<file path="src/rtl/emoji_clip_recorder.sv">
// emoji_clip_recorder: records codec samples into a 2**ADDR_W-word clip memory.
// Optional feature macro: VOX_TRIGGER_EN (start arms the recorder, and the first sample with
// |audio_in| >= VOX_THRESH opens the clip and is stored at address 0).
// Ports:
//   FPGA_clock, reset           system clock, asynchronous active-high reset
//   ascii_code                  command code; REC_CODE starts, STOP_CODE stops (acted on when it changes)
//   audio_in, audio_in_valid    signed sample and its one-clock strobe
//   mem_addr, mem_data, mem_wren  registered clip memory write port
//   recording, done             RECORD / DONE state flags
//   clip_len                    number of samples stored in the last clip
module emoji_clip_recorder #(
    parameter int         ADDR_W    = 12,
    parameter logic [7:0] REC_CODE  = 8'h84,
    parameter logic [7:0] STOP_CODE = 8'h85
`ifdef VOX_TRIGGER_EN
    ,
    parameter logic [15:0] VOX_THRESH = 16'd2048
`endif
) (
    input  logic              FPGA_clock,
    input  logic              reset,
    input  logic [7:0]        ascii_code,
    input  logic [15:0]       audio_in,
    input  logic              audio_in_valid,
    output logic [ADDR_W-1:0] mem_addr,
    output logic [15:0]       mem_data,
    output logic              mem_wren,
    output logic              recording,
    output logic              done,
    output logic [ADDR_W:0]   clip_len
);
    typedef enum logic [1:0] {IDLE, ARMED, RECORD, DONE} state_t;
    state_t            r_state, w_next;
    logic [7:0]        r_prev_ascii;
    logic [ADDR_W:0]   r_wptr;
    logic [ADDR_W:0]   w_wptr_inc;
    logic              w_start, w_stop, w_write, w_arm_hit;
    assign w_start    = (ascii_code != r_prev_ascii) && (ascii_code == REC_CODE);
    assign w_stop     = (ascii_code != r_prev_ascii) && (ascii_code == STOP_CODE);
    assign w_wptr_inc = r_wptr + 1'b1;
`ifdef VOX_TRIGGER_EN
    localparam state_t START_ST = ARMED;
    logic [16:0] w_mag;
    // 17 bits so that -32768 becomes +32768 instead of overflowing
    assign w_mag     = audio_in[15] ? {1'b0, ~audio_in} + 17'd1 : {1'b0, audio_in};
    assign w_arm_hit = (r_state == ARMED) && audio_in_valid && (w_mag >= {1'b0, VOX_THRESH});
`else
    localparam state_t START_ST = RECORD;
    assign w_arm_hit = 1'b0;
`endif
    // The pointer's top bit marks a full clip; start and stop both suppress a coincident sample
    assign w_write = !w_start && !w_stop &&
                     (w_arm_hit || ((r_state == RECORD) && audio_in_valid && !r_wptr[ADDR_W]));

    always_ff @(posedge FPGA_clock or posedge reset) begin
        if (reset)
            r_state <= IDLE;
        else
            r_state <= w_next;
    end

    // A full clip leaves RECORD one clock after its last write, so that write's pulse stays inside RECORD
    always_comb begin
        w_next = r_state;
        case (r_state)
            IDLE, DONE: w_next = w_start ? START_ST : r_state;
            ARMED:      w_next = w_start ? ARMED : w_stop ? DONE : w_arm_hit ? RECORD : ARMED;
            RECORD:     w_next = w_start ? START_ST : (w_stop || r_wptr[ADDR_W]) ? DONE : RECORD;
            default:    w_next = IDLE;
        endcase
    end

    always_comb begin
        recording = r_state == RECORD;
        done      = r_state == DONE;
    end

    always_ff @(posedge FPGA_clock or posedge reset) begin
        if (reset) begin
            r_prev_ascii <= '0;
            r_wptr       <= '0;
            mem_addr     <= '0;
            mem_data     <= '0;
            mem_wren     <= 1'b0;
            clip_len     <= '0;
        end else begin
            r_prev_ascii <= ascii_code;
            mem_wren     <= w_write;
            if (w_write) begin
                mem_addr <= r_wptr[ADDR_W-1:0];
                mem_data <= audio_in;
                r_wptr   <= w_wptr_inc;
                clip_len <= w_wptr_inc;
            end
            if (w_start)
                r_wptr <= '0;
            // A fresh start from IDLE/DONE keeps the old length visible until the first new write
            if ((w_start && (r_state == RECORD || r_state == ARMED)) || (w_stop && r_state == ARMED))
                clip_len <= '0;
        end
    end
endmodule

</file>
<file path="config.mk">
export PLATFORM = sky130hd
export DESIGN_NAME = emoji_clip_recorder
export DESIGN_NICKNAME = d
export VERILOG_FILES = /design/src/rtl/emoji_clip_recorder.sv
export SDC_FILE = /design/constraint.sdc
export NUM_CORES = 1
export LEC_CHECK = 0
export CAP_MARGIN = 5
export CORE_UTILIZATION = 49
export CTS_CLUSTER_DIAMETER = 100
export DETAILED_ROUTE_END_ITERATION = 12
export PLACE_DENSITY_LB_ADDON = 0.25
export SYNTH_ARGS = -nofsm -noshare
export SYNTH_HDL_FRONTEND = slang
export SYNTH_SLANG_ARGS = --single-unit
</file>
<file path="constraint.sdc">
create_clock -name FPGA_clock -period 2.7 [get_ports FPGA_clock]
set_clock_uncertainty 0.15 [all_clocks]
set_input_delay 0.54 -clock FPGA_clock [delete_from_list [all_inputs] [get_ports FPGA_clock]]
set_output_delay 0.54 -clock FPGA_clock [all_outputs]
set_load 0.1 [all_outputs]
</file>
==> out/qor.csv <==
metric,value,unit
design_area,0.00389,mm2
routabilityCongestion,0.796,
crit_path_end_kind,register,
stdcell_count,389,
drive_gt1_share,33.4,%
worst_slew_pin_slew,0.524,ns
core_area,0.00564,mm2
p_leak,0.00188,uW
comb_power_share,51.0,%
avgSynthCellArea,12.7,um2
cts_setup_buffers,0,
start_util,52.1,%
netlist-cell-type-count,46,
die-area,0.00631,mm2
yosys_most_used_dff,dfrtp_1,
fin_crit,2.36,ns
finalPower,4660,uW
post-route-period-util,87.3,%
drtIter0Drc,154,
p_seq_share,29.5,%
synth_area_leaders,"dfrtp_1 55%, mux2_2 8.0%, xor2_1 3.3%",
synthesis.area,0.00294,mm2
cts_hold_buf,0,
routedWlPerCell,15.7,um
p_sw_share,49.8,%
regArea,0.00163,mm2
drtPass1Iterations,4,
die_y,79.4,um
grt_setup_unrepaired,no,
fin_ws,0.342,ns
status,"finished, final reports clean",
ir_drop,0.00107,V
synth_nets,262,
ys_seq_area_share,55.3,%
pin_count,71,
power_density,1200,mW/mm2
synth-edff-count,0,
cts_tree,built,
area_delta_synth_final,32.4,%
hpwlAfterDp,4330,um
crit_arrival,2.47,ns
drc,0,
grt.total_usage,21.4,%
critPathRequiredTime,2.81,ns
clk_pin_slew,0.07,ns
fin_nets,343,
num_vias,2091,
slew_headroom,65.0,%
numCtsBuffers,9,
die_width,79.4,um
internal_power,2340,uW
pre_cts_slack,-0.0198,ns
slew_viol_final,0,
tns,0,ns
cts_resized,0,
dpl.cell_count,373,
grt-ovfl-total,0,
htreeDepth,3,
cts_sinks,65,
antenna_found_initial,0,
netlist_instances,231,
switchingPower,2320,uW
grt_pass1_vias,2239,
cp-start-kind,input port,
ys_seq_elements,65,
multi_input_area,0.00120,mm2
viasPerCell,5.38,
ys_warn_count,0,
hp-class,reg2reg,
clockRootBuffer,clkbuf_8,
antenna_cells,0,
wirelength,6100,um
critical_path_class,in2reg,
worstPathMaxFanout,13,
fillerInstances,423,
async_flop_share,100,%
clk-insertion-delay-late,0.34,ns
grt_pass1_wl,10100,um
grt_max_degree,43,
max_freq,424,MHz
setup_viol,0,
row_count,27,
clk_path_buf_depth,2,
finalHoldViolCount,0,
antenna_left,0,
placed_area,0.00367,mm2
portBuffers,70,
pwr-share-clk,19.5,%
max-cap-violations,0,
yosysTopAreaCell,dfrtp_1,
synth_top_area_share,55.3,%
## power by group through the flow
stage                     sequential (uW)  combinational, uW  clock, uW
after global routing                 1410               2480        972
after global placement               1380               2370          0
after CTS                            1380               2400        929
after floorplan                      2600                668          0
after detailed placement             1390               2390          0
final                                1380               2380        909
## metrics by stage
step                hold WS (ns)  utilization [%]
finish                     0.348             69.0
global placement           0.318             65.1
detailed placement         0.333             65.1
CTS                        0.353             69.0
floorplan                  0.333                -
global route               0.360             69.0
## cell type report
type	instances	share of cell area (%)
clock buffer	9	3.18
clock inverter	7	2.44
inverter	6	0.579
multi-input combinational	146	30.8
sequential	65	41.8
tap	72	2.32
timing repair buffer	84	18.8
## Yosys cell counts (3+ instances only)
master,instances
a21oi_1,6
nand4_1,3
mux2_2,21
dfrtp_1,65
a22o_1,9
o2bb2ai_1,4
clkbuf_1,3
mux2_1,5
inv_1,5
o21ai_0,9
xor2_1,11
nand2_1,7
nand3_1,7
xnor2_1,7
and3_1,7
ha_1,4
buf_2,5
a211o_1,4
a21o_1,5
or3_1,4
buf_6,4
nor3_1,4
nor2_1,5
## worst max-delay path, cell delays in order
cell and delay [ns]:
clkdlybuf4s50_1 0.53, xor2_1 0.28, nor4_4 0.09, buf_4 0.15
a21oi_4 0.27, mux2i_2 0.31, buf_12 0.17, o2bb2ai_1 0.12
## state kept, by name (all words and copies together), names as in the netlist
name and count:
mem_addr 12, r_prev_ascii 8, r_state 2, clip_len 13, mem_wren 1, r_wptr 13, mem_data 16
## layer usage
metal	part of all wire (%)	GRT usage, %
met1	44	26.3
met2	48	35.0
met3	6.5	5.26
met4	1.9	10.5
met5	0	0
## logic make-up (layout without fill, tap and decap cells)
group,after synthesis,in the layout,synth area share (%)
muxes,29,29,11.1
AOI/OAI and AO/OA,45,45,11.6
and+or+nand+nor,50,50,10.9
buffers and inverters,20,106,3.96
xor gates and xnor gates,18,18,5.36
adders and majority gates,4,4,1.70
DFF,65,65,55.3
## placed cells by master (no fill, tap or decap), types with 3 or more instances in the layout
| cell type | Yosys | final |
|---|---|---|
| a211o_1 | 4 | 4 |
| a21o_1 | 5 | 5 |
| a21oi_1 | 6 | 6 |
| a22o_1 | 9 | 9 |
| and3_1 | 7 | 7 |
| buf_12 | 0 | 3 |
| buf_4 | 1 | 55 |
| clkbuf_8 | 0 | 9 |
| clkdlybuf4s50_1 | 0 | 26 |
| dfrtp_1 | 65 | 65 |
| ha_1 | 4 | 3 |
| inv_1 | 5 | 4 |
| mux2_1 | 5 | 5 |
| mux2_2 | 21 | 21 |
| nand2_1 | 7 | 7 |
| nand3_1 | 7 | 7 |
| nand4_1 | 3 | 3 |
| nor2_1 | 5 | 5 |
| nor3_1 | 4 | 4 |
| o21ai_0 | 9 | 9 |
| o2bb2ai_1 | 4 | 4 |
| or3_1 | 4 | 4 |
| xnor2_1 | 7 | 7 |
| xor2_1 | 11 | 11 |
## final timing paths
kind / slack, ns / from / to / cells past startpoint
max: 0.34 / ascii_code[3] / clip_len[7]$_DFFE_PP0P_ / 8
min: 0.35 / clip_len[12]$_DFFE_PP0P_ / clip_len[12]$_DFFE_PP0P_ / 1
max reg2reg: 0.62 / r_state[0]$_DFFE_PP0P_ / mem_addr[10]$_DFFE_PP0P_ / 7
min reg2reg: 0.35 / clip_len[12]$_DFFE_PP0P_ / clip_len[12]$_DFFE_PP0P_ / 1
max in group asynchronous: 1.40 / reset / r_wptr[1]$_DFFE_PP0P_ / 3
min in group asynchronous: 0.40 / reset / mem_data[11]$_DFFE_PP0P_ / 2
No activity file was read; power rests on OpenSTA's default activity.
